[config.mk]
export PLATFORM = sky130hd
export DESIGN_NAME = lpm_tbl_access
export DESIGN_NICKNAME = d
export VERILOG_FILES = /design/src/rtl/lpm_tbl_access.sv
export SDC_FILE = /design/constraint.sdc
export NUM_CORES = 1
export LEC_CHECK = 0
export BUFFER_PORTS_ARGS = -buffer_cell sky130_fd_sc_hd__buf_4
export CAP_MARGIN = 5
export CORE_ASPECT_RATIO = 2
export CORE_MARGIN = 8
export CORE_UTILIZATION = 48
export DETAILED_ROUTE_END_ITERATION = 16
export PLACE_DENSITY = 0.76
export SYNTH_ARGS = -nofsm -noshare
export SYNTH_HDL_FRONTEND = slang
export SYNTH_SLANG_ARGS = --single-unit
[constraint.sdc]
create_clock -name AXI_ACLK -period 10.31 [get_ports AXI_ACLK]
set_clock_uncertainty 0.15 [all_clocks]
set_input_delay 0.5155 -clock AXI_ACLK [delete_from_list [all_inputs] [get_ports AXI_ACLK]]
set_output_delay 0.5155 -clock AXI_ACLK [all_outputs]
set_load 0.05 [all_outputs]
[src/rtl/lpm_tbl_access.sv]
// Host-side AXI4-Lite register front end for the LPM table request/ack port.
// Converts CMD writes into one-cycle table requests, waits for the ack with a timeout, and keeps read data for the host.
module lpm_tbl_access #(
  parameter int C_S_AXI_DATA_WIDTH = 32,
  parameter int C_S_AXI_ADDR_WIDTH = 32,
  parameter int C_TBL_ADDR_WIDTH   = 5,
  parameter int C_ACK_TIMEOUT      = 16
) (
  input  logic                              AXI_ACLK,
  input  logic                              AXI_RESET,
  input  logic [C_S_AXI_ADDR_WIDTH-1:0]     S_AXI_AWADDR,
  input  logic                              S_AXI_AWVALID,
  output logic                              S_AXI_AWREADY,
  input  logic [C_S_AXI_DATA_WIDTH-1:0]     S_AXI_WDATA,
  input  logic [C_S_AXI_DATA_WIDTH/8-1:0]   S_AXI_WSTRB,
  input  logic                              S_AXI_WVALID,
  output logic                              S_AXI_WREADY,
  output logic [1:0]                        S_AXI_BRESP,
  output logic                              S_AXI_BVALID,
  input  logic                              S_AXI_BREADY,
  input  logic [C_S_AXI_ADDR_WIDTH-1:0]     S_AXI_ARADDR,
  input  logic                              S_AXI_ARVALID,
  output logic                              S_AXI_ARREADY,
  output logic [C_S_AXI_DATA_WIDTH-1:0]     S_AXI_RDATA,
  output logic [1:0]                        S_AXI_RRESP,
  output logic                              S_AXI_RVALID,
  input  logic                              S_AXI_RREADY,
  output logic                              tbl_wr_req,
  output logic                              tbl_rd_req,
  output logic [C_TBL_ADDR_WIDTH-1:0]       tbl_wr_addr,
  output logic [C_TBL_ADDR_WIDTH-1:0]       tbl_rd_addr,
  output logic [4*C_S_AXI_DATA_WIDTH-1:0]   tbl_wr_data,
  input  logic [4*C_S_AXI_DATA_WIDTH-1:0]   tbl_rd_data,
  input  logic                              tbl_wr_ack,
  input  logic                              tbl_rd_ack
);

  localparam int DW = C_S_AXI_DATA_WIDTH;
  localparam int AW = C_S_AXI_ADDR_WIDTH;
  localparam int TA = C_TBL_ADDR_WIDTH;
  localparam int TW = $clog2(C_ACK_TIMEOUT + 1);

  typedef enum logic [1:0] {S_IDLE, S_REQ, S_WAIT} state_t;

  state_t          state_q, state_d;
  logic            op_wr_q, op_wr_d;
  logic [TW-1:0]   timer_q, timer_d;
  logic [DW-1:0]   wr_data_q [4];
  logic [DW-1:0]   wr_data_d [4];
  logic [DW-1:0]   rd_data_q [4];
  logic [DW-1:0]   rd_data_d [4];
  logic [TA-1:0]   addr_q, addr_d;
  logic            done_q, done_d;
  logic            timeout_q, timeout_d;
  logic            dropped_q, dropped_d;
  logic [31:0]     to_cnt_q, to_cnt_d;
  logic            awready_q, awready_d;
  logic            bvalid_q, bvalid_d;
  logic            arready_q, arready_d;
  logic            rvalid_q, rvalid_d;
  logic [DW-1:0]   rdata_q, rdata_d;

  logic            wr_hs, rd_hs, busy, cmd_wr, cmd_go, ack_hit;
  logic [3:0]      wr_idx, rd_idx;
  logic            unused_bits;

  assign wr_hs   = awready_q & S_AXI_AWVALID & S_AXI_WVALID;
  assign rd_hs   = arready_q & S_AXI_ARVALID;
  assign wr_idx  = S_AXI_AWADDR[5:2];
  assign rd_idx  = S_AXI_ARADDR[5:2];
  assign busy    = (state_q != S_IDLE);
  assign cmd_wr  = wr_hs && (wr_idx == 4'd9);
  assign cmd_go  = (S_AXI_WDATA == DW'(1)) || (S_AXI_WDATA == DW'(2));
  assign ack_hit = op_wr_q ? tbl_wr_ack : tbl_rd_ack;

  assign unused_bits = ^{S_AXI_AWADDR[AW-1:6], S_AXI_AWADDR[1:0],
                         S_AXI_ARADDR[AW-1:6], S_AXI_ARADDR[1:0], S_AXI_WSTRB};

  always_comb begin
    state_d   = state_q;
    op_wr_d   = op_wr_q;
    timer_d   = timer_q;
    wr_data_d = wr_data_q;
    rd_data_d = rd_data_q;
    addr_d    = addr_q;
    done_d    = done_q;
    timeout_d = timeout_q;
    dropped_d = dropped_q;
    to_cnt_d  = to_cnt_q;
    bvalid_d  = bvalid_q;
    rvalid_d  = rvalid_q;
    rdata_d   = rdata_q;

    // Ready is a one-cycle registered pulse, so reset leaves every handshake output low.
    awready_d = S_AXI_AWVALID & S_AXI_WVALID & ~bvalid_q & ~awready_q;
    arready_d = S_AXI_ARVALID & ~rvalid_q & ~arready_q;

    if (wr_hs) begin
      bvalid_d = 1'b1;
    end else if (bvalid_q && S_AXI_BREADY) begin
      bvalid_d = 1'b0;
    end

    if (rd_hs) begin
      rvalid_d = 1'b1;
      rdata_d  = '0;
      case (rd_idx)
        4'd0, 4'd1, 4'd2, 4'd3: rdata_d = wr_data_q[rd_idx[1:0]];
        4'd4, 4'd5, 4'd6, 4'd7: rdata_d = rd_data_q[rd_idx[1:0]];
        4'd8:  rdata_d[TA-1:0] = addr_q;
        4'd10: rdata_d[3:0]    = {dropped_q, timeout_q, done_q, busy};
        4'd11: rdata_d[31:0]   = to_cnt_q;
        default: rdata_d = '0;
      endcase
    end else if (rvalid_q && S_AXI_RREADY) begin
      rvalid_d = 1'b0;
    end

    if (wr_hs) begin
      case (wr_idx)
        4'd0, 4'd1, 4'd2, 4'd3: wr_data_d[wr_idx[1:0]] = S_AXI_WDATA;
        4'd8: addr_d = S_AXI_WDATA[TA-1:0];
        4'd10: begin
          if (S_AXI_WDATA[1]) done_d    = 1'b0;
          if (S_AXI_WDATA[2]) timeout_d = 1'b0;
          if (S_AXI_WDATA[3]) dropped_d = 1'b0;
        end
        default: ;
      endcase
    end

    // Hardware status updates come after the W1C decode so a coincident set wins.
    case (state_q)
      S_IDLE: begin
        if (cmd_wr && cmd_go) begin
          state_d   = S_REQ;
          op_wr_d   = (S_AXI_WDATA == DW'(1));
          done_d    = 1'b0;
          timeout_d = 1'b0;
        end
      end
      S_REQ: begin
        state_d = S_WAIT;
        timer_d = TW'(C_ACK_TIMEOUT);
      end
      S_WAIT: begin
        if (ack_hit) begin
          state_d = S_IDLE;
          done_d  = 1'b1;
          if (!op_wr_q) begin
            for (int i = 0; i < 4; i++) rd_data_d[i] = tbl_rd_data[i*DW +: DW];
          end
        end else if (timer_q <= TW'(1)) begin
          state_d   = S_IDLE;
          timeout_d = 1'b1;
          if (to_cnt_q != 32'hFFFF_FFFF) to_cnt_d = to_cnt_q + 32'd1;
        end else begin
          timer_d = timer_q - TW'(1);
        end
      end
      default: state_d = S_IDLE;
    endcase

    if (cmd_wr && busy) dropped_d = 1'b1;
  end

  always_ff @(posedge AXI_ACLK or posedge AXI_RESET) begin
    if (AXI_RESET) begin
      state_q   <= S_IDLE;
      op_wr_q   <= 1'b0;
      timer_q   <= '0;
      for (int i = 0; i < 4; i++) begin
        wr_data_q[i] <= '0;
        rd_data_q[i] <= '0;
      end
      addr_q    <= '0;
      done_q    <= 1'b0;
      timeout_q <= 1'b0;
      dropped_q <= 1'b0;
      to_cnt_q  <= '0;
      awready_q <= 1'b0;
      bvalid_q  <= 1'b0;
      arready_q <= 1'b0;
      rvalid_q  <= 1'b0;
      rdata_q   <= '0;
    end else begin
      state_q   <= state_d;
      op_wr_q   <= op_wr_d;
      timer_q   <= timer_d;
      wr_data_q <= wr_data_d;
      rd_data_q <= rd_data_d;
      addr_q    <= addr_d;
      done_q    <= done_d;
      timeout_q <= timeout_d;
      dropped_q <= dropped_d;
      to_cnt_q  <= to_cnt_d;
      awready_q <= awready_d;
      bvalid_q  <= bvalid_d;
      arready_q <= arready_d;
      rvalid_q  <= rvalid_d;
      rdata_q   <= rdata_d;
    end
  end

  assign S_AXI_AWREADY = awready_q;
  assign S_AXI_WREADY  = awready_q;
  assign S_AXI_BVALID  = bvalid_q;
  assign S_AXI_BRESP   = 2'b00;
  assign S_AXI_ARREADY = arready_q;
  assign S_AXI_RVALID  = rvalid_q;
  assign S_AXI_RDATA   = rdata_q;
  assign S_AXI_RRESP   = 2'b00;

  assign tbl_wr_req  = (state_q == S_REQ) &  op_wr_q;
  assign tbl_rd_req  = (state_q == S_REQ) & ~op_wr_q;
  assign tbl_wr_addr = addr_q;
  assign tbl_rd_addr = addr_q;
  assign tbl_wr_data = {wr_data_q[3], wr_data_q[2], wr_data_q[1], wr_data_q[0]};

endmodule
=== Yosys cells after proc, flatten, opt, wreduce, memory -nomap -nowiden ===
Index checks and enable logic that the tools add are counted.

* Bits in registers: 340
* Bits of input ports: 237
* Output and inout bits: 181

* Add/sub/neg operators: 2
* $lt $le $gt $ge: 4
* Equality and inequality tests: 25
* Multiplexer cells: 41
* Bitwise gates (word level): 18
* Reductions and logical operators: 28

{| class="wikitable"
|+ Operator list
! operator !! count
|-
| $mux 32 || 5
|-
| $bmux 32 s2 || 2
|-
| $bwmux 128 || 1
|-
| $pmux 27 s3 || 1
|-
| $demux 32 s2 || 1
|-
| $add 32x1->32 const B || 1
|-
| $eq 32x1->1 const B || 1
|-
| $eq 32x2->1 const B || 1
|-
| $ne 32x32->1 const B || 1
|-
| $eq 4x4->1 const B || 6
|-
| $mux 1 || 20
|-
| $pmux 4 s5 || 1
|-
| $eq 4x2->1 const B || 4
|-
| $eq 4x3->1 const B || 4
|-
| $reduce_bool 2->1 || 7
|-
| $reduce_or 4->1 || 3
|-
| $and 1x1->1 || 10
|-
| $mux 5 || 2
|-
| $pmux 5 s2 || 1
|-
| $reduce_and 3->1 || 3
|-
| $eq 4x1->1 const B || 2
|-
| $logic_not 4->1 || 2
|-
| $reduce_and 2->1 || 4
|-
| $ge 3x3->1 const B || 2
|-
| 17 further kinds || 33
|}

=== Logic depth before layout (Yosys ltp) ===
Gate-level depths: netlist of run 1.

* Depth after elaboration: 6
* Depth in mapped cells: 8
* Gate-level depth less buffers: 7

=== Worst setup path before layout of run 1 ===
Ideal clock, no wire load.

* Path type: register to register
* Start point: reg awready_q (netlist: S_AXI_AWREADY)
* End point: reg op_wr_q
* Library setup time: 0.125 ns
* Data arrival time: 2.128 ns
* Required time: 10.035 ns
* Setup slack: 7.907 ns
* Stages on the path, launching flop included: 6
* Path buffers: 1
* Period minus slack after synthesis: 2.403 ns
* Cell sequence: dfrtp_1 nand4b_1 or2_2 clkbuf_1 nor4_1 mux2_2

* Word-level cells in the longest chain between the ends: 5

{| class="wikitable"
|+ Ends and longest elaborated chain
! what !! RTL line !! source
|-
| start: declaration || 57 || <nowiki>logic awready_q, awready_d;</nowiki>
|-
| start signal: assignment || 197 || <nowiki>awready_q <= awready_d;</nowiki>
|-
| $and 1x1->1 (2 in series) || 67 || <nowiki>assign wr_hs = awready_q & S_AXI_AWVALID & S_AXI_WVALID;</nowiki>
|-
| $logic_and 1x1->1 || 72 || <nowiki>assign cmd_wr = wr_hs && (wr_idx == 4'd9);</nowiki>
|-
| $logic_and 1x1->1 || 135 || <nowiki>if (cmd_wr && cmd_go) begin</nowiki>
|-
| $reduce_and 2->1 (no source line) || -- ||
|-
| end signal: assignment || 188 || <nowiki>op_wr_q <= op_wr_d;</nowiki>
|-
| end: declaration || 46 || <nowiki>logic op_wr_q, op_wr_d;</nowiki>
|}

Every way passes these cells.
A chain may end at the register's enable or synchronous reset.

=== Worst setup path after layout of run 1 ===
* Start point: in S_AXI_ARADDR[3]
* End point: reg rdata_q[21] (netlist: S_AXI_RDATA[21])

* Word-level cells in the longest chain between the ends: 5
* Elaborated cells on any way between the ends: 19
* Classes of those cells: eq/ne: 8; mux: 7; bitwise: 1; reduce/logical: 3

{| class="wikitable"
|+ Ends and longest elaborated chain
! what !! RTL line !! source
|-
| start: declaration || 21 || <nowiki>input logic [C_S_AXI_ADDR_WIDTH-1:0] S_AXI_ARADDR,</nowiki>
|-
| $not 2->3 (not written as such) || 108, 109 ||
|-
| $bmux 32 s2 (on tied branches) || 109, 108 ||
|-
| $mux 32 (on tied branches) (2 in series) || 109, 108 ||
|-
| $pmux 27 s3 * || 107 || <nowiki>case (rd_idx)</nowiki>
|-
| end signal: assignment || 201 || <nowiki>rdata_q <= rdata_d;</nowiki>
|-
| end: declaration || 61 || <nowiki>logic [DW-1:0] rdata_q, rdata_d;</nowiki>
|}

Every way passes the cells marked *; elsewhere a longest branch is shown, timed or not. The select of a mux whose other input is x is not followed.

==> results of run 1 <==
-- final timing paths --
check / to / slack, ns / cells past startpoint
max in group asynchronous: rd_data_q[51]$_DFFE_PP0P_ / 8.01 / 4
worst max-delay path: S_AXI_RDATA[21]$_DFFE_PP0P_ / 7.33 / 6
min in group asynchronous: rd_data_q[2]$_DFFE_PP0P_ / 0.49 / 3
worst min register to register: S_AXI_ARREADY$_DFF_PP0_ / 0.34 / 1
worst min-delay path: rd_data_q[38]$_DFFE_PP0P_ / 0.03 / 2
worst max register to register: rd_data_q[22]$_DFFE_PP0P_ / 7.35 / 5
-- final cells by class --
cell class	instances	area, sq um
Inverter	13	56.3
Clock inverter	11	145
Multi-Input combinational cell	630	6370
Tap cell	423	529
Sequential cell	340	8510
Clock buffer	43	861
Antenna cell	1	2.50
Fill cell	2429	12100
Timing Repair Buffer	366	2770
-- Yosys cell counts, drive strengths merged, types with 2 or more instances --
library cell / n
nand3: 19
or2: 2
mux2i: 6
o31ai: 2
xor2: 14
nand4: 12
or3: 3
buf: 30
clkbuf: 43
nor3b: 3
nor2: 17
and2: 3
and4: 4
nand2b: 4
nand4b: 2
nor2b: 4
inv: 13
xnor2: 19
a21oi: 8
mux2: 261
a211o: 2
o21ai: 44
a22oi: 54
ha: 3
mux4: 64
dfrtp: 340
nor3: 17
a211oi: 3
a31oi: 5
nor4: 13
nand2: 25
and3: 6
-- worst max-delay path: cells and delay by family --
kind / cells / cell delay [ns]
AOI/OAI and AO/OA: 2 / 0.47
buffers and inverters: 2 / 1.07
and+or+nand+nor: 2 / 1.09
-- power groups by stage --
| stage | Sequential (mW) | Combinational, mW | Clock, mW |
|---|---|---|---|
| after global placement | 1.56 | 0.657 | 0 |
| after floorplan | 1.75 | 0.235 | 0 |
| after CTS | 1.55 | 0.671 | 1.19 |
| after detailed placement | 1.57 | 0.668 | 0 |
| final | 1.55 | 0.663 | 1.16 |
| after global routing | 1.56 | 0.702 | 1.23 |
-- layer usage --
layer	track usage (%)	wire length, microns
met5	0	0
met4	6.80	904
met3	7.32	4100
met2	36.6	20800
met1	27.8	17200
-- registers in the layout (all words and copies together), names as in the netlist, 2 cells and up --
name	flops
state_q	2
S_AXI_RDATA	32
tbl_wr_data	128
tbl_rd_addr	5
to_cnt_q	32
timer_q	5
rd_data_q	128
-- logic make-up after synthesis --
group / Yosys count
AOI/OAI and AO/OA: 121
xor gates and xnor gates: 33
adders and majority gates: 3
buffers and inverters: 86
DFF: 340
muxes: 331
other: 1
and+or+nand+nor: 138
-- through the flow --
stage	util (%)	setup WS, ns	power (mW)	cells	cell area (sq um)
after floorplan	-	0.221	1.98	1056	15200
after global placement	58.1	6.86	2.22	1769	18200
after detailed placement	58.1	6.81	2.24	1769	18200
after CTS	61.4	7.36	3.40	1826	19200
after global routing	61.5	7.15	3.50	1827	19200
final	61.5	7.33	3.37	1827	19200
-- repair_timing --
item                      in CTS  in global routing
hold endpoints to repair     101                  0
resized for setup              0                  0
hold buffers                   3                  0
==> summary.md, run 1 <==
| Metric | Value |
|---|---|
| Buffers on Ports | `around 350` |
| Boundary Pins | `418` |
| First-pass GRT wire length | `66,300 microns` |
| Final setup fails | `0` |
| CORE AREA | `between 0.03 and 0.04 sq mm` |
| Post-synthesis mux area share | `between 20% and 30%` |
| Share of cells above drive strength 1 | `53.3%` |
| VDD IR max | `0.000137 V` |
| Number of synthesized register bits | `between 300 and 400` |
| Worst-path maximum fanout | `between 40 and 50` |
| Synth Area in Adders | `0.247%` |
| Slew HR | `between 20% and 30%` |
| Final Hold Fails | `0` |
| Seq/Total Area, Yosys | `56.0%` |
| Post-Synth Simple-Gate Area | `5.05%` |
| Clk buf depth | `3` |
| Mapped cell area | `0.0152 sq mm` |
| Cells after synthesis | `1,053` |
| Synth-to-Final Area Change | `26.6%` |
| CTS tree | `yes` |
| XOR/XNOR share of the synthesized area | `1.95%` |
| F_max | `around 0.34 GHz` |
| Hold path startpoint | `tbl_rd_data[70]` |
| Die Y | `about 270 microns` |
| Final Cycle Share | `between 20% and 30%` |
| H-Tree Depth | `1` |
| Share of the synthesized area in the top cell type | `between 50 and 60%` |
| Critical Path Sink Type | `register` |
| Slowest-stage cell, CP | `nor2_2` |
| Remaining global-route overflow | `0` |
| Lkg Pwr | `~9 nW` |
| CP required | `10.64 ns` |
| Sequential group share of total power | `a little under half` |
| Critical path arrival | `3.30 ns` |
| Die X | `142 microns` |
| Syn Area/Cell | `between 10 and 15 sq um` |
| TritonCTS buffer count | `30` |
| RSZ-0062 raised after global routing | `no` |
| Die area | `around 0.038 sq mm` |
| Via density | `between 5 and 6` |
| Hold Slack | `slightly below 0.03 ns` |
| Hpwl dp | `31,600 microns` |
| Main combinational cell family by area after synthesis | `multiplexers` |
| Synth area leaders | `dfrtp_1, mux2_2, mux4_2, a22oi_1, o21ai_0` |
| Most frequent cells in the layout | `buf_4, dfrtp_1, mux2_2` |
| Total Nets Final | `1,621` |
| Largest net degree at the start of global routing | `roughly 190` |
| NetSw | `approximately 1000 uW` |
| Synth cell types | `46` |
| Worst Tran Pin Value | `1.19 ns` |
| Slew Limit Fails | `0` |
| Fraction of registers with async set or reset after synthesis | `100%` |
| Vias | `10,300` |
| Ys flop type | `dfrtp_1` |
| Initial drt markers | `519` |
| Std-Cell Rows | `92` |
| Worst path most repeated cell | `buf_4` |
| Routability cong. | `0.868` |
| Worst-Skew Late Latency | `0.56 ns` |
| Worst setup SP type | `input pin` |
| Total Routing Usage GR | `22.4%` |
| Synth warnings | `0` |
| Most common cell after layout, fill and taps aside | `buf_4` |
| Final min period | `slightly below 3 ns` |
| Pwr per Cell Area | `roughly 180 mW/mm^2` |
| Combinational share of power | `roughly 20%` |
| Routed WL | `about 43,000 microns` |
| Post-route ant nets | `0` |
| WS Path Type | `input pin to register` |
| Final TNS setup | `0 ns` |
| Initial antenna violation count | `1` |
| Post-synth EDFFs | `0` |
| Max-cap violations | `0` |
| Clock share of power | `around a third` |
| Drt drc | `0` |
| CP max stage delay | `just over 0.9 ns` |
| Cell Chain, Critical Path | `buf_4, buf_4, nand2_1, nor2_2, a22oi_1, o21ai_0` |
| Clock Sink Count | `340` |
| DR pass1 iterations | `5` |
| Status | `complete, no violations` |
| Switching power share of the total | `roughly 29%` |
| Synth area leader | `dfrtp_1` |
| WL/cell | `~24 microns` |
| Root buffer cell | `clkbuf_16` |
| Synth Area in Compound Gates | `under 10%` |
| Reg clk slew, reported paths | `~0.07 ns` |
| R2R Path Start | `state_q[0]$_DFFE_PP0P_` |
| Setup bufs post-CTS | `0` |
| Worst Setup SP | `S_AXI_ARADDR[3]` |
| Vias in the first global route | `roughly 11,000` |
| Hold/Removal Path Class | `input pin to register` |
| Internal Power | `approximately 2.4 mW` |
| Starting Density | `around half` |
(Power assumes the default switching activity.)
==> run 2, diff against run 1 <==
--- a/config.mk
+++ b/config.mk
@@ -5,13 +5,14 @@
 export SDC_FILE = /design/constraint.sdc
 export NUM_CORES = 1
 export LEC_CHECK = 0
+export ABC_AREA = 1
 export BUFFER_PORTS_ARGS = -buffer_cell sky130_fd_sc_hd__buf_4
 export CAP_MARGIN = 5
 export CORE_ASPECT_RATIO = 2
 export CORE_MARGIN = 8
-export CORE_UTILIZATION = 48
+export CORE_UTILIZATION = 50
 export DETAILED_ROUTE_END_ITERATION = 16
-export PLACE_DENSITY = 0.76
+export PLACE_DENSITY = 0.75
 export SYNTH_ARGS = -nofsm -noshare
 export SYNTH_HDL_FRONTEND = slang
 export SYNTH_SLANG_ARGS = --single-unit
==> constraint.sdc (replaced) <==
create_clock -name AXI_ACLK -period 2.9 [get_ports AXI_ACLK]
set_clock_uncertainty 0.15 [all_clocks]
set_input_delay 0.145 -clock AXI_ACLK [delete_from_list [all_inputs] [get_ports AXI_ACLK]]
set_output_delay 0.145 -clock AXI_ACLK [all_outputs]
set_load 0.05 [all_outputs]
==> run 2 against run 1 <==
Compared with the run above:
- global-route usage is 11 points higher
- largest power group unchanged
- sequential share of layout area decreased by 6.4 points
- power rose to 3.8 times the previous value
- register-to-register slack got worse by 7.1 ns
- cell area is 17% higher
- synthesized cell count increased by 100%
- final cell count up 68%
- worst setup slack got worse by 7.2 ns
- sequential power rose to 3.6 times the previous value
- wire length is 56% higher
- area after synthesis rose by 9.2%
- non-clock buffer count rose by 194
==> summary.md, run 2 <==
| Metric | Value |
|---|---|
| VDD IR max | `roughly 0.00052 V` |
| Remaining global-route overflow | `0` |
| Final setup fails | `0` |
| DR pass1 iterations | `9` |
| Starting Density | `about 51%` |
| TritonCTS buffer count | `31` |
| Pwr per Cell Area | `approximately 570 mW/mm^2` |
| Hold/Removal Path Class | `input pin to register` |
| Clk buf depth | `3` |
| Cell Chain, Critical Path | `dlygate4sd3_1, buf_4, inv_1, nand2_1, dlygate4sd3_1, nor2_1, dlygate4sd3_1, nand4_1, dlygate4sd3_1, nand2_1` |
| Worst path most repeated cell | `dlygate4sd3_1` |
| Post-route ant nets | `0` |
| Pre-CTS setup slack | `between 0.6 and 0.7 ns` |
| Worst setup SP type | `input pin` |
| Drt drc | `0` |
| Boundary Pins | `between 400 and 500` |
| WL/cell | `around 22 microns` |
| Worst Hold Depth | `6` |
| Routed WL | `approximately 67,000 microns` |
| Synth cell types | `35` |
| Status | `complete, no violations` |
| Worst-Skew Late Latency | `0.59 ns` |
| Synth area leaders | `dfrtp_1, nand2_1, inv_1, mux2_2, nor2_1` |
| Final Cycle Share | `between 90% and 100%` |
| Max-cap violations | `0` |
| CTS tree | `yes` |
| Placed cell areas | `just under 0.02 sq mm` |
| Initial drt markers | `1,452` |
| Bufs and invs on worst path | `6` |
| Synth Area in Compound Gates | `just under 9%` |
| Final min period | `between 2 and 3 ns` |
| Main combinational cell family by area after synthesis | `simple AND/OR/NAND/NOR gates` |
| Worst path top cell family by delay | `buffers and inverters` |
| Lkg Pwr | `roughly 12 nW` |
| Post-Place Cells | `between 2,000 and 3,000` |
| Slowest-stage cell, CP | `dlygate4sd3_1` |
| Final core utilization | `68.6%` |
| FILL cells | `between 2,000 and 2,500` |
| F_max | `between 0.3 and 0.4 GHz` |
| XOR/XNOR share of the synthesized area | `less than 1%` |
| Synth Area in Adders | `less than 1%` |
| Ys flop type | `dfrtp_1` |
| Root buffer cell | `clkbuf_16` |
| Post-Synth Simple-Gate Area | `about a quarter` |
| Commonest cells post-synth | `nand2_1, dfrtp_1, inv_1` |
| Layout Cells excl Fill | `between 3,000 and 4,000` |
| Die area | `0.0396 sq mm` |
| Die Y | `between 200 and 300 microns` |
| H-Tree Depth | `1` |
| Total Nets Final | `2,849` |
| Total Routing Usage GR | `between 30% and 40%` |
| Critical Path Sink Type | `register` |
| Std-Cell Rows | `94` |
| Buffers on Ports | `approximately 350` |
| Hold Slack | `between 0.02 and 0.025 ns` |
| Final Hold Fails | `0` |
| Slew Limit Fails | `0` |
| Initial antenna violation count | `6` |
| CORE AREA | `~0.033 sq mm` |
| WS Path Type | `input pin to register` |
| Final TNS setup | `0 ns` |
| Vias | `16,900` |
| Seq/Total Area, Yosys | `51.2%` |
| Synth area leader | `dfrtp_1` |
| Cells after synthesis | `about 2,100` |
| WP depth | `10` |
| Critical path arrival | `~3.2 ns` |
| Die X | `between 100 and 150 microns` |
| Synth-to-Final Area Change | `35.5%` |
| Most frequent cells in the layout | `nand2_1, buf_4, dfrtp_1` |
| Vias in the first global route | `17,300` |
| Post-synth EDFFs | `0` |
| Pwr Total | `roughly 13 mW` |
| Slew HR | `between 20 and 30%` |
| FF-to-FF path depth | `8` |
| Min setup slack post-route | `~0.11 ns` |
| Most common cell after layout, fill and taps aside | `nand2_1` |
| First-pass GRT wire length | `~100,000 microns` |
| CP required | `approximately 3.3 ns` |
| Clock Sink Count | `340` |
| Share of the synthesized area in the top cell type | `a little over 50%` |
| Mapped cell area | `0.0166 sq mm` |
| Multi-input gate area | `between 0.006 and 0.007 sq mm` |
| Most frequent cell after synthesis | `nand2_1` |
| Fraction of registers with async set or reset after synthesis | `between 90% and 100%` |
| CP max stage delay | `0.59 ns` |
| Via density | `about 5.5` |
| Largest net degree at the start of global routing | `94` |
| Reg clk slew, reported paths | `approximately 0.07 ns` |
| Fin area | `0.0225 sq mm` |
| FF/Latch Area | `0.00851 sq mm` |
| Post-synthesis mux area share | `4.34%` |
| Hpwl dp | `approximately 44,000 microns` |
| Synth warnings | `0` |
| Syn Area/Cell | `just under 8 sq um` |
| Share of cells above drive strength 1 | `about a fifth` |
| Worst Tran Pin Value | `1.12 ns` |
| Worst-path maximum fanout | `6` |
| Number of synthesized register bits | `340` |
| Routability cong. | `1.00` |
[run 2: changes by cell type after synthesis, sizes merged, moves of 82 or more]
cell,delta
mux2,-197
o21ai,+82
nor2,+176
inv,+210
nand2,+739
a21oi,+85
nand3,+107
[run 2: worst reg2reg max path, cell delays in order, from the launching register on]
cell           delay [ns]
dfrtp_1              0.41
nor2_2               0.25
nand3_1              0.09
dlygate4sd3_1        0.58
nor2_2               0.35
nand2_4              0.22
inv_4                0.32
nand2_1              0.12
nand2_1              0.07
[run 2: final timing paths]
path	start	end	slack [ns]
max	S_AXI_WDATA[1]	op_wr_q$_DFFE_PP0P_	0.11
min	S_AXI_AWADDR[4]	done_q$_DFF_PP0_	0.02
max reg2reg	state_q[0]$_DFFE_PP0P_	to_cnt_q[9]$_DFFE_PP0P_	0.29
min reg2reg	S_AXI_ARREADY$_DFF_PP0_	S_AXI_ARREADY$_DFF_PP0_	0.31
max in group asynchronous	AXI_RESET	to_cnt_q[22]$_DFFE_PP0P_	1.04
min in group asynchronous	AXI_RESET	rd_data_q[37]$_DFFE_PP0P_	0.60
[run 2: per-layer routing]
metal	routed length (microns)	global-route usage (%)	vias up
met1	22500	37.0	8013
met3	5560	6.18	286
met5	0	0	-
li1	-	-	7602
met2	32300	55.4	951
met4	6680	29.2	0
[run 2: area by class of cell]
class,instances,share of cell area (%)
tap,432,2.40
clock inverter,13,0.556
clock buffer,45,3.99
timing repair buffer,560,21.3
inverter,224,3.76
antenna,5,0.0556
multi-input combinational,1452,30.1
sequential,340,37.8
[run 2: repair_timing]
item,in CTS,in global routing
gates resized for setup,0,2
buffers inserted,0,0
hold buffers,179,0
setup endpoints to repair,0,2
endpoints found under the hold margin,496,0
[run 2: power by group]
part	internal, mW	switching [mW]
registers	5.22	0.331
clock network	2.33	1.89
logic	1.04	2.00
[run 2: cells by family (layout without fill, tap and decap cells)]
kind of cell               Yosys count  in the layout
and+or+nand+nor                   1099           1099
DFF                                340            340
buffers and inverters              332            842
AOI/OAI and AO/OA                  268            268
muxes                               64             64
xor gates and xnor gates            14             14
adders and majority gates            3              3
other                                1              9
==> run 3, diff against run 2 <==
--- a/config.mk
+++ b/config.mk
@@ -10,9 +10,9 @@
 export CAP_MARGIN = 5
 export CORE_ASPECT_RATIO = 2
 export CORE_MARGIN = 8
-export CORE_UTILIZATION = 50
+export CORE_UTILIZATION = 54
 export DETAILED_ROUTE_END_ITERATION = 16
-export PLACE_DENSITY = 0.75
+export PLACE_DENSITY = 0.8
 export SYNTH_ARGS = -nofsm -noshare
 export SYNTH_HDL_FRONTEND = slang
 export SYNTH_SLANG_ARGS = --single-unit
==> run 3 against run 2 <==
Compared with the run above:
- die area down 6.8%
- clock-buffer cell count down 2
- power up 0.38%
- via count down 1.0%
- wire length down 6.1%
- sequential power about the same
- sequential cell count unchanged
- clock power up 0.9%
- fmax up 9.3%
- global-route usage about the same
- critical path type is now register to register
==> summary.md, run 3 (same netlist as run 2, synthesis figures left out) <==
| Metric | Value |
|---|---|
| Status | `complete, no violations` |
| Root buffer cell | `clkbuf_16` |
| Most common cell after layout, fill and taps aside | `nand2_1` |
| Die X | `between 100 and 150 microns` |
| Routed WL | `63,000 microns` |
| First-pass GRT wire length | `97,700 microns` |
| Total Nets Final | `2,855` |
| Routability cong. | `~0.95` |
| Post-CTS sizing | `0` |
| Buffers on Ports | `around 350` |
| Final Cycle Share | `88.1%` |
| Setup bufs post-CTS | `0` |
| Reg2Reg Setup Slack | `0.35 ns` |
| Final min period | `2.55 ns` |
| Final core utilization | `about 74%` |
| Largest net degree at the start of global routing | `95` |
| Pre-CTS setup slack | `a little under 0.7 ns` |
| Lkg Pwr | `between 10 and 15 nW` |
| Initial drt markers | `around 1,200` |
| Most frequent cells in the layout | `nand2_1, buf_4, dfrtp_1` |
| Synth-to-Final Area Change | `35.4%` |
| Clock Sink Count | `340` |
| Std-Cell Rows | `91` |
| Critical Path Sink Type | `register` |
| Clk buf depth | `3` |
| Drt drc | `0` |
| Remaining global-route overflow | `0` |
| WL/cell | `between 20 and 25 microns` |
| Vias | `about 17,000` |
| Reg clk slew, reported paths | `0.06 ns` |
| CORE AREA | `roughly 0.03 sq mm` |
| Vias in the first global route | `between 15,000 and 20,000` |
| Antenna cells | `0` |
| VDD IR max | `approximately 0.00060 V` |
| Max-cap violations | `0` |
| Final Hold Fails | `0` |
| Worst setup SP type | `register` |
| Initial antenna violation count | `1` |
| Cell Chain, Critical Path | `nor2_2, nand3_1, dlygate4sd3_1, nor2_2, nand2_4, inv_4, nand2_1, nand2_1` |
| TritonCTS buffer count | `31` |
| Layout Cells excl Fill | `around 3,000` |
| Bufs and invs on worst path | `2` |
| Hold Slack | `between 0.06 and 0.07 ns` |
| Share of cells above drive strength 1 | `around a fifth` |
| F_max | `slightly below 0.4 GHz` |
| DR pass1 iterations | `5` |
| Post-Place Cells | `~2,800` |
| Slowest-stage cell, CP | `dlygate4sd3_1` |
| Final setup fails | `0` |
| Critical path arrival | `approximately 2.9 ns` |
| Worst-path maximum fanout | `28` |
| H-Tree Depth | `1` |
| Starting Density | `roughly 54%` |
| WS Path Type | `register to register` |
| Pwr Total | `about 13 mW` |
| Worst-Skew Late Latency | `0.59 ns` |
| CP max stage delay | `approximately 0.59 ns` |
| Slew Limit Fails | `0` |
| Slew HR | `37.9%` |
| Via density | `5.54` |
| Post-route ant nets | `0` |
| Min setup slack post-route | `~0.35 ns` |
| Hold/Removal Path Class | `input pin to register` |
| Hpwl dp | `around 41,000 microns` |
| Worst Tran Pin Value | `0.931 ns` |
| Die Y | `~260 microns` |
| RSZ-0062 raised after global routing | `no` |
| CTS tree | `yes` |
| CP required | `between 3 and 4 ns` |
| Die area | `0.0370 sq mm` |
| Worst path top cell family by delay | `simple AND/OR/NAND/NOR gates` |
| Boundary Pins | `418` |
| Total Routing Usage GR | `33.9%` |
| Pwr per Cell Area | `572 mW/mm^2` |
[run 3: what timing repair did]
action                                  CTS  global route
endpoints found under the hold margin   311             0
endpoints found under the setup margin    0             0
hold buffers                            178             0
[run 3: routing by layer]
metal  routed length (microns)  track usage [%]
met1                     22700             39.4
met2                     30100             55.7
met3                      5940             7.94
met4                      4190             21.3
met5                         9                0
[run 3: worst paths after layout]
path,start,endpoint,cells past startpoint
worst max-delay path,state_q[0]$_DFFE_PP0P_,to_cnt_q[14]$_DFFE_PP0P_,8
worst min-delay path,tbl_rd_ack,done_q$_DFF_PP0_,6
worst max register to register,state_q[0]$_DFFE_PP0P_,to_cnt_q[14]$_DFFE_PP0P_,8
worst min register to register,S_AXI_ARREADY$_DFF_PP0_,S_AXI_ARREADY$_DFF_PP0_,1
max in group asynchronous,AXI_RESET,to_cnt_q[26]$_DFFE_PP0P_,4
min in group asynchronous,AXI_RESET,rd_data_q[106]$_DFFE_PP0P_,3
[run 3: where the power goes]
part	total (mW)	switching [mW]	leakage, nW	internal [mW]
combinational	3.05	2.00	6.84	1.04
sequential	5.55	0.329	4.29	5.22
clock	4.26	1.88	0.507	2.38
[run 3: stage by stage]
| stage | instance area [sq um] | TNS (ns) |
|---|---|---|
| final | 22500 | 0 |
| after global routing | 22500 | 0 |
| after CTS | 22500 | 0 |
| after detailed placement | 19700 | 0 |
| after global placement | 19700 | 0 |
| after floorplan | 16600 | -660.12 |
[run 3: worst reg2reg max path: cells and delay by family, from the launching register on]
kind	cells	cell delay, ns
flip-flops	1	0.40
AND/OR/NAND/NOR	6	1.05
buffers and inverters	2	0.90
[run 3: layout make-up]
class	count	area (sq um)
timing repair buffer	566	4860
inverter	224	847
sequential	340	8510
multi-input combinational	1452	6780
clock inverter	11	138
fill	2134	8040
tap	372	465
clock buffer	43	881
